`src/rtl/branch_predictor_ctrl.sv`:
```
// Branch target table controller: arbitrates one table port between fetch lookups and queued resolution updates.
// Latency: prediction one cycle after grant; an update takes READ+WRITE (2 cycles), or 1 cycle for a discarded miss.
// Backpressure: resolve_ready drops when the resolution queue is full; lookups are refused while the sequencer owns the port.

// Generic FIFO used for the resolution queue. Pointers wrap modulo DEPTH.
// Latency: a pushed entry is visible at pop_dat the next cycle.
// Backpressure: the caller must not push when full or pop when empty.
module bpc_fifo #(
    parameter int W     = 65,
    parameter int DEPTH = 4
) (
    input  logic         CLK,
    input  logic         nRST,
    input  logic         push,
    input  logic [W-1:0] push_dat,
    input  logic         pop,
    output logic [W-1:0] pop_dat,
    output logic         full,
    output logic         empty
);
    localparam int AW = $clog2(DEPTH);
    localparam logic [AW:0] FULL_CNT = (AW+1)'(DEPTH);

    logic [W-1:0]  mem [DEPTH];
    logic [AW-1:0] wr_ptr;
    logic [AW-1:0] rd_ptr;
    logic [AW:0]   cnt;

    assign full    = (cnt == FULL_CNT);
    assign empty   = (cnt == '0);
    assign pop_dat = mem[rd_ptr];

    // Storage needs no reset; only pointers and occupancy define validity.
    always_ff @(posedge CLK) begin
        if (push) begin
            mem[wr_ptr] <= push_dat;
        end
    end

    // Pointer and occupancy bookkeeping; simultaneous push/pop leaves cnt unchanged.
    always_ff @(posedge CLK or negedge nRST) begin
        if (!nRST) begin
            wr_ptr <= '0;
            rd_ptr <= '0;
            cnt    <= '0;
        end else begin
            if (push) wr_ptr <= wr_ptr + AW'(1);
            if (pop)  rd_ptr <= rd_ptr + AW'(1);
            case ({push, pop})
                2'b10:   cnt <= cnt + (AW+1)'(1);
                2'b01:   cnt <= cnt - (AW+1)'(1);
                default: cnt <= cnt;
            endcase
        end
    end
endmodule

module branch_predictor_ctrl #(
    parameter int ENTRIES    = 16,
    parameter int FIFO_DEPTH = 4,
    parameter int STARVE     = 8
) (
    input  logic        CLK,
    input  logic        nRST,
    input  logic        lookup_req,
    input  logic [31:0] lookup_pc,
    output logic        lookup_grant,
    output logic        pred_valid,
    output logic        pred_hit,
    output logic        pred_taken,
    output logic [31:0] pred_target,
    input  logic        resolve_valid,
    output logic        resolve_ready,
    input  logic [31:0] resolve_pc,
    input  logic        resolve_taken,
    input  logic [31:0] resolve_target,
    output logic        upd_busy
);
    localparam int IDX  = $clog2(ENTRIES);
    localparam int TAGW = 30 - IDX;
    localparam int SW   = $clog2(STARVE + 1);

    typedef enum logic [1:0] {IDLE, UPD_READ, UPD_WRITE} state_t;

    typedef struct packed {
        logic [31:0] pc;
        logic        taken;
        logic [31:0] target;
    } res_t;

    // Branch target table
    logic            tbl_vld [ENTRIES];
    logic [TAGW-1:0] tbl_tag [ENTRIES];
    logic [31:0]     tbl_tgt [ENTRIES];
    logic [1:0]      tbl_cnt [ENTRIES];

    state_t          state;
    logic [SW-1:0]   starve_cnt;
    logic [IDX-1:0]  wr_idx;
    logic [TAGW-1:0] wr_tag;
    logic [31:0]     wr_tgt;
    logic [1:0]      wr_cnt;

    res_t            head;
    res_t            push_dat;
    logic            q_full;
    logic            q_empty;
    logic            q_push;
    logic            q_pop;
    logic            start_upd;

    logic [IDX-1:0]  lk_idx;
    logic [TAGW-1:0] lk_tag;
    logic            lk_hit;
    logic [IDX-1:0]  hd_idx;
    logic [TAGW-1:0] hd_tag;
    logic            hd_hit;
    logic [1:0]      hd_cnt_nxt;
    logic            unused_pc_bits;

    assign push_dat = '{pc: resolve_pc, taken: resolve_taken, target: resolve_target};

    assign resolve_ready = !q_full;
    assign q_push        = resolve_valid && !q_full;

    bpc_fifo #(.W($bits(res_t)), .DEPTH(FIFO_DEPTH)) u_res_q (
        .CLK      (CLK),
        .nRST     (nRST),
        .push     (q_push),
        .push_dat (push_dat),
        .pop      (q_pop),
        .pop_dat  (head),
        .full     (q_full),
        .empty    (q_empty)
    );

    assign lk_idx = lookup_pc[IDX+1:2];
    assign lk_tag = lookup_pc[31:IDX+2];
    assign lk_hit = tbl_vld[lk_idx] && (tbl_tag[lk_idx] == lk_tag);

    assign hd_idx = head.pc[IDX+1:2];
    assign hd_tag = head.pc[31:IDX+2];
    assign hd_hit = tbl_vld[hd_idx] && (tbl_tag[hd_idx] == hd_tag);

    assign unused_pc_bits = ^{lookup_pc[1:0], head.pc[1:0]};

    // An update takes the port when the queue must drain, fetch is quiet, or fetch has starved it long enough.
    assign start_upd = (state == IDLE) && !q_empty &&
                       (q_full || !lookup_req || (starve_cnt == SW'(STARVE)));

    assign lookup_grant = lookup_req && (state == IDLE) && !start_upd;

    // Miss with not-taken outcome is dropped straight from READ; everything else pops after WRITE.
    assign q_pop = (state == UPD_WRITE) ||
                   ((state == UPD_READ) && !hd_hit && !head.taken);

    // Saturating 2-bit counter step for the head entry's outcome.
    always_comb begin
        hd_cnt_nxt = tbl_cnt[hd_idx];
        if (head.taken) begin
            if (tbl_cnt[hd_idx] != 2'b11) hd_cnt_nxt = tbl_cnt[hd_idx] + 2'b01;
        end else begin
            if (tbl_cnt[hd_idx] != 2'b00) hd_cnt_nxt = tbl_cnt[hd_idx] - 2'b01;
        end
    end

    // Update sequencer: READ computes the new entry, WRITE commits it.
    always_ff @(posedge CLK or negedge nRST) begin
        if (!nRST) begin
            state    <= IDLE;
            upd_busy <= 1'b0;
            wr_idx   <= '0;
            wr_tag   <= '0;
            wr_tgt   <= '0;
            wr_cnt   <= '0;
        end else begin
            case (state)
                IDLE: begin
                    if (start_upd) begin
                        state    <= UPD_READ;
                        upd_busy <= 1'b1;
                    end
                end
                UPD_READ: begin
                    wr_idx <= hd_idx;
                    wr_tag <= hd_tag;
                    if (hd_hit) begin
                        wr_cnt <= hd_cnt_nxt;
                        wr_tgt <= head.taken ? head.target : tbl_tgt[hd_idx];
                        state  <= UPD_WRITE;
                    end else if (head.taken) begin
                        wr_cnt <= 2'b10;
                        wr_tgt <= head.target;
                        state  <= UPD_WRITE;
                    end else begin
                        state    <= IDLE;
                        upd_busy <= 1'b0;
                    end
                end
                UPD_WRITE: begin
                    state    <= IDLE;
                    upd_busy <= 1'b0;
                end
                default: begin
                    state    <= IDLE;
                    upd_busy <= 1'b0;
                end
            endcase
        end
    end

    // Table storage; written only in UPD_WRITE, so a reset mid-update never commits.
    always_ff @(posedge CLK or negedge nRST) begin
        if (!nRST) begin
            for (int i = 0; i < ENTRIES; i++) begin
                tbl_vld[i] <= 1'b0;
                tbl_tag[i] <= '0;
                tbl_tgt[i] <= '0;
                tbl_cnt[i] <= 2'b00;
            end
        end else if (state == UPD_WRITE) begin
            tbl_vld[wr_idx] <= 1'b1;
            tbl_tag[wr_idx] <= wr_tag;
            tbl_tgt[wr_idx] <= wr_tgt;
            tbl_cnt[wr_idx] <= wr_cnt;
        end
    end

    // Count lookup grants that bypass a waiting update.
    always_ff @(posedge CLK or negedge nRST) begin
        if (!nRST) begin
            starve_cnt <= '0;
        end else if (start_upd || q_empty) begin
            starve_cnt <= '0;
        end else if (lookup_grant) begin
            starve_cnt <= starve_cnt + SW'(1);
        end
    end

    // Prediction registers: one-cycle pulse after a grant, zero otherwise.
    always_ff @(posedge CLK or negedge nRST) begin
        if (!nRST) begin
            pred_valid  <= 1'b0;
            pred_hit    <= 1'b0;
            pred_taken  <= 1'b0;
            pred_target <= '0;
        end else begin
            pred_valid  <= lookup_grant;
            pred_hit    <= lookup_grant && lk_hit;
            pred_taken  <= lookup_grant && lk_hit && tbl_cnt[lk_idx][1];
            pred_target <= (lookup_grant && lk_hit) ? tbl_tgt[lk_idx] : 32'h0;
        end
    end
endmodule
```
`config.mk`:
```
export PLATFORM = sky130hd
export DESIGN_NAME = branch_predictor_ctrl
export DESIGN_NICKNAME = d
export VERILOG_FILES = /design/src/rtl/branch_predictor_ctrl.sv
export SDC_FILE = /design/constraint.sdc
export NUM_CORES = 2
export LEC_CHECK = 0
export CAP_MARGIN = 40
export CELL_PAD_IN_SITES_DETAIL_PLACEMENT = 1
export CELL_PAD_IN_SITES_GLOBAL_PLACEMENT = 2
export CORE_ASPECT_RATIO = 0.75
export CORE_MARGIN = 2
export CORE_UTILIZATION = 40
export DETAILED_ROUTE_END_ITERATION = 10
export PLACE_DENSITY_LB_ADDON = 0.1
export SETUP_SLACK_MARGIN = 0.4
export SYNTH_ARGS = -nofsm -noshare
export SYNTH_HDL_FRONTEND = slang
export SYNTH_SLANG_ARGS = --single-unit
```
`constraint.sdc`:
```
create_clock -name CLK -period 6.92 [get_ports CLK]
set_input_delay 1.038 -clock CLK [delete_from_list [all_inputs] [get_ports CLK]]
set_output_delay 1.038 -clock CLK [all_outputs]
set_load 0.01 [all_outputs]
```
Word-level counts from Yosys, hierarchy flattened
Memory sizes are Yosys's and may differ from the RTL's.
Cells that the tools add are included.
W data, S select, Z words.
{"block": "totals", "register_bits": 1089, "ramBits": 260, "inputBits": 101, "wordCells": 193, "n_memories": 1}
{"name": "u_res_q.mem", "words": 4, "word_bits": 65, "read_ports": 1, "rd_clocked_by_memory_dff": 0, "write_ports": 1, "line": "24", "source": "logic [W-1:0] mem [DEPTH];"}
{"block": "classes", "n_addsub": 7, "n_lt_le_gt_ge": 4, "n_eq_ne": 12, "muxes": 57, "n_bitwise": 4, "reduce_logical": 30}
{"cell": "$bwmux W512", "n": 1}
{"cell": "$bwmux W416", "n": 1}
{"cell": "$mux W32", "n": 9}
{"cell": "$bmux W32 S4", "n": 2}
{"cell": "$bmux W26 S4", "n": 2}
{"cell": "$mux W26", "n": 5}
{"cell": "$demux W32 S4", "n": 1}
{"cell": "$demux W26 S4", "n": 1}
{"cell": "$eq A26 B26 Y1", "n": 2}
{"cell": "$bwmux W32", "n": 1}
{"cell": "$mux W2", "n": 13}
{"cell": "$bmux W2 S4", "n": 2}
{"cell": "$or A16 B16 Y16", "n": 1}
{"cell": "$ge A5 B5 Y1 const B", "n": 3}
{"cell": "$not A4 Y5", "n": 3}
{"cell": "$logic_and A1 B1 Y1", "n": 12}
{"cell": "$mux W1", "n": 10}
{"cell": "$bmux W1 S4", "n": 2}
{"cell": "$demux W2 S4", "n": 1}
{"cell": "$mux W4", "n": 2}
{"cell": "$ne A2 B2 Y1 const B", "n": 4}
{"cell": "$reduce_bool A2 Y1", "n": 4}
{"cell": "$add A2 B1 Y2 const B", "n": 3}
{"cell": "$logic_not A1 Y1", "n": 6}
{"cell": "18 further kinds", "n": 23}

Depth between registers and ports, before layout
An unclocked memory read counts as a cell.
{"block": "logic_depth", "ltp_word": 13, "depth_mapped": 20, "mapped_depth_nobuf": 15}

Cells and area by module
A second synthesis with hierarchy kept.
{"block": "unflattened", "cells_unflattened": 4056, "hier_area_um2": 66547.6}
{"mod": "branch_predictor_ctrl", "n_inst": 1, "cells_per_inst": 3680, "area_each_um2": 56734.4, "seq_area_each_um2": 27076.0}
{"mod": "bpc_fifo", "n_inst": 1, "cells_per_inst": 376, "area_each_um2": 9813.2, "seq_area_each_um2": 7982.7}

Least setup slack after synthesis
No wires, ideal clock.
{"block": "synth_timing", "path_type": "in2reg", "from": "input port lookup_pc[2]", "to": "register pred_target[10]", "setup_ps": 67, "arrival_ps": 4311, "t_required_ps": 6853, "path_slack_ps": 2543, "cell_stages": 10, "path_cell_list": "clkbuf_1 -> buf_1 -> buf_1 -> mux4_2 -> mux4_2 -> xnor2_1 -> nand4_1 -> nor3_1 -> clkbuf_1 -> and3_1"}
{"block": "synth_via", "elab_chain_cells": 8, "word_cells_on_any_way": 14, "classes_between": "1 x eq/ne; 10 x mux; 1 x bitwise; 2 x reduce/logical"}
{"element": "from (decl)", "line": "66", "source": "input logic [31:0] lookup_pc,"}
{"element": "$not A4 Y5 (not written as such) *", "line": "139, 251"}
{"element": "$bmux W26 S4", "line": "139", "source": "assign lk_hit = tbl_vld[lk_idx] && (tbl_tag[lk_idx] == lk_tag);"}
{"element": "$mux W26 (not written as such) (2 in a row)", "line": "139"}
{"element": "$eq A26 B26 Y1", "line": "139"}
{"element": "$logic_and A1 B1 Y1", "line": "139"}
{"element": "$logic_and A1 B1 Y1", "line": "251", "source": "pred_target <= (lookup_grant && lk_hit) ? tbl_tgt[lk_idx] : 32'h0;"}
{"element": "$mux W32 *", "line": "251"}
{"element": "to (signal assigned)", "line": "251"}
{"element": "to (decl)", "line": "71", "source": "output logic [31:0] pred_target,"}
Every way passes the cells marked *; elsewhere a longest branch is shown, timed or not. The select of a mux whose other input is x is not followed.
A chain may end at the register's enable or synchronous reset.

Worst setup path after layout
{"block": "layout_timing", "from": "register u_res_q.rd_ptr[0]", "to": "register u_res_q.cnt[2]"}
{"block": "layout_via", "elab_chain_cells": 13, "word_cells_on_any_way": 19, "classes_between": "3 x eq/ne; 7 x mux; 1 x bitwise; 7 x reduce/logical; 1 x memory"}
{"element": "from (decl)", "line": "26", "source": "logic [AW-1:0] rd_ptr;"}
{"element": "from (signal assigned)", "line": "48", "source": "if (pop) rd_ptr <= rd_ptr + AW'(1);"}
{"element": "$mem_v2 Z4 W65 *"}
{"element": "$not A4 Y5 (not written as such)", "line": "143", "source": "assign hd_hit = tbl_vld[hd_idx] && (tbl_tag[hd_idx] == hd_tag);"}
{"element": "$bmux W26 S4", "line": "143"}
{"element": "$mux W26 (not written as such) (2 in a row)", "line": "143"}
{"element": "$eq A26 B26 Y1", "line": "143"}
{"element": "$logic_and A1 B1 Y1", "line": "143"}
{"element": "$logic_not A1 Y1", "line": "155", "source": "((state == UPD_READ) && !hd_hit && !head.taken);"}
{"element": "$logic_and A1 B1 Y1", "line": "155"}
{"element": "$logic_and A1 B1 Y1 *", "line": "155"}
{"element": "$logic_or A1 B1 Y1 *", "line": "154", "source": "assign q_pop = (state == UPD_WRITE) ||"}
{"element": "via q_pop", "line": "109", "source": "logic q_pop;"}
{"element": "$eq A2 B1 Y1 or $eq A2 B2 Y1 (tied branches)", "line": "49", "source": "case ({push, pop})"}
{"element": "$pmux W3 S2 or $reduce_bool A2 Y1 (tied branches)"}
{"element": "to (signal assigned)", "line": "50", "source": "2'b10: cnt <= cnt + (AW+1)'(1);"}
{"element": "to (signal assigned)", "line": "51", "source": "2'b01: cnt <= cnt - (AW+1)'(1);"}
{"element": "to (signal assigned)", "line": "52", "source": "default: cnt <= cnt;"}
{"element": "to (decl)", "line": "27", "source": "logic [AW:0] cnt;"}
The timed path passes the listed nets; every way through them passes the cells marked *. The select of a mux whose other input is x is not followed.

==> flow_summary.json <==
{
  "path_clk_slew_ns": 0.06,
  "wirelength_mm": 214,
  "dieArea_um2": 169000,
  "finalWorstPathRequiredPeriod_ns": 5.82,
  "hpwl_mm": 131,
  "design_area_um2": 75100,
  "io_buffers": 134,
  "worstSetupPathType": "reg2reg",
  "ys_top_cells_by_count": "1,089 x dfrtp_1, 980 x mux2_2, 539 x mux4_2, 254 x clkbuf_1, 252 x edfxtp_1",
  "rsz0062_at_grt": "no",
  "vias": 39200,
  "clkLatencyLatePin_ns": 0.80,
  "cp.arrival_ns": 6.50,
  "rows": 129,
  "cts_max_path_buffers": 3,
  "ctsHtreeMaxLevel": 4,
  "grt_pass1_wl_mm": 313,
  "min_path_type": "in2async",
  "cp.required_ns": 7.61,
  "synth_top_area_frac": 0.412,
  "nets": 4329,
  "fp.dieH_um": 356,
  "ant_nets": 0,
  "start_kind": "flop",
  "synth.distinct_cells": 73,
  "synth_area_um2": 66200,
  "cts_root_buf": "clkbuf_16",
  "hold_slack_ns": 0.334,
  "remaining_drc_errors": 0,
  "gp_congestion": 0.807,
  "cts_sinks": 1341,
  "synth_warnings": 0,
  "cts_tree": "built",
  "drtPass1Iterations": 5,
  "grt_pass1_vias": 41500,
  "ios": 139,
  "finalSetupTns_ns": 0,
  "syn_to_final_growth_pct": 13.4,
  "synth.most_common_cell": "dfrtp_1",
  "power_density_nw_per_um2": 434,
  "cap_viol_max_count": 0,
  "syn_avg_cell_area_um2": 15.8,
  "track_usage": 0.257,
  "fin_worst_skew_ns": 0.0263,
  "cp_max_fo": 29,
  "fmax_mhz": 172,
  "grt_overflow_total": 0,
  "vdd.ir_drop.worst_mv": 0.336,
  "cts_resized": 0,
  "period_share": 0.841,
  "initial_core_util": 0.402,
  "cts_made_buffers": 146,
  "power.static_leakage_nw": 32.7,
  "power_mw": 32.6,
  "core_area_um2": 165000,
  "final-hold-violation-count": 0,
  "fp.dieW_um": 474,
  "wl_per_cell_um": 32.9,
  "grt_antenna_before_repair": 10,
  "synth.yosys.seq_area_share": 0.526,
  "cp_slowest_stage_delay_ns": 1.02,
  "outcome": "complete, no violations",
  "ys_async_sr_fraction": 0.812,
  "hold_buffers": 0,
  "grt_max_degree": 165,
  "first_iter_violations": 2832,
  "worst_slew_pin_slew_ns": 0.961,
  "postCtsSetupBuffers": 0,
  "drive_above_1_share": 0.442,
  "vias_per_cell": 6.03,
  "placed_area_um2": 70200,
  "endpoint_kind": "flop",
  "yosys_register_bits": 1341,
  "synth_nets": 4290,
  "cp_slowest_cell": "mux4_4",
  "drv_slew": 0,
  "synth_area_leaders": "dfrtp_1 41%, mux4_2 18%, mux2_2 17%",
  "synth-edff-count": 252,
  "synth_ff_type": "dfrtp_1",
  "path_cells": "mux4_4 > or2_1 > buf_12 > o22ai_1 > nor3_1 > nor4_1 > nand4_1 > nor4b_2 > nand4_1 > and2_1 > ha_1 > inv_1 > fa_1 > xor2_1 > nor2_1 > xor2_1",
  "synthCells": 4181,
  "yosysTopAreaCell": "dfrtp_1",
  "finalSetupViolCount": 0,
  "slew_headroom": 0.359,
  "n_fill_cell": 15700
}
==> report_power, final <==
group	total [mW]	internal (mW)	switching [mW]	leakage, nW
clock	8.02	4.55	3.47	2.39
sequential	12.5	10.3	2.19	17.1
combinational	12.1	5.60	6.51	13.3
total	32.6	20.4	12.2	32.7
==> placed cells by master (no fill, tap or decap), types with 11 or more instances in the layout <==
master | synthesis | final
a21o_1 | 38 | 37
a21oi_1 | 12 | 12
a22oi_1 | 19 | 19
and3_1 | 41 | 35
buf_12 | 0 | 26
buf_4 | 12 | 88
clkbuf_1 | 254 | 28
clkbuf_16 | 0 | 146
clkbuf_8 | 0 | 24
clkdlybuf4s50_1 | 0 | 129
clkinv_1 | 0 | 12
clkinv_2 | 0 | 29
dfrtp_1 | 1089 | 1087
edfxtp_1 | 252 | 252
inv_1 | 14 | 14
mux2_2 | 980 | 978
mux2i_1 | 228 | 228
mux4_2 | 539 | 537
nand2_1 | 161 | 152
nand2b_1 | 21 | 20
nand3_1 | 49 | 49
nand4_1 | 19 | 19
nor2_1 | 26 | 25
nor2b_1 | 15 | 12
nor3_1 | 12 | 11
o21ai_0 | 48 | 48
o21ai_1 | 33 | 33
o22ai_1 | 41 | 41
or3_1 | 12 | 12
xnor2_1 | 41 | 41
xor2_1 | 11 | 11
==> layer usage <==
metal	wire [µm]	GRT usage
met2	92600	0.373
met4	3170	0.0479
met1	105000	0.400
met5	0	0
met3	13000	0.0531
==> worst paths after layout <==
path,startpoint,end,slack (ns),depth (start not counted)
min,nRST,tbl_tag[298],0.33,1
min in group CLK,tbl_vld[11],tbl_vld[11],0.50,1
max in group asynchronous,nRST,tbl_tgt[123],5.06,2
max,u_res_q.rd_ptr[0],u_res_q.cnt[2],1.10,16
max reg2reg,u_res_q.rd_ptr[0],u_res_q.cnt[2],1.10,16
min reg2reg,tbl_vld[11],tbl_vld[11],0.50,1
==> critical path: cells and delay by family, from the launching register on <==
kind / cells / cell delay (ns)
fa+ha+maj: 2 / 0.39
xor+xnor: 2 / 0.28
simple gates: 8 / 2.40
compound gates: 1 / 0.59
buf+inv: 2 / 0.33
mux: 1 / 1.02
flops: 1 / 0.61
==> cell families after synthesis <==
kind of cell             share of synthesized area
AO/OA/AOI/OAI                               0.0255
XOR/XNOR                                   0.00688
adder cells (fa/ha/maj)                    0.00178
buffers and inverters                       0.0253
flip-flops                                   0.526
multiplexers                                 0.385
AND/OR/NAND/NOR                             0.0301
==> stage by stage <==
stage,util,worst slack (ns),instances
CTS,0.456,1.12,6500
global placement,0.424,1.10,6216
finish,0.456,1.10,6504
global route,0.456,0.842,6500
detailed placement,0.427,1.15,6233
floorplan,-,2.54,4181
==> registers in the layout, summed over array words and instances (netlist names) <==
register,flops
tbl_tgt,512
tbl_tag,416
u_res_q.mem,252
pred_target,32
tbl_cnt,32
wr_tgt,32
wr_tag,26
tbl_vld,16
starve_cnt,4
wr_idx,4
u_res_q.cnt,3
state,2
u_res_q.rd_ptr,2
u_res_q.wr_ptr,2
wr_cnt,2
pred_hit,1
pred_taken,1
pred_valid,1
upd_busy,1
==> cell type report <==
| type | count | area (µm²) | share of cell area |
|---|---|---|---|
| diodes | 4 | 10.0 | 0.000133 |
| clock buffers | 197 | 4080 | 0.0543 |
| clock inverters | 70 | 761 | 0.0101 |
| inverters | 15 | 56.3 | 0.000750 |
| multi-input cells | 2459 | 29900 | 0.398 |
| flip-flops and latches | 1341 | 34800 | 0.464 |
| well taps | 2161 | 2700 | 0.0360 |
| repair buffers | 257 | 2780 | 0.0371 |
Power figures use the tool's default switching activity.
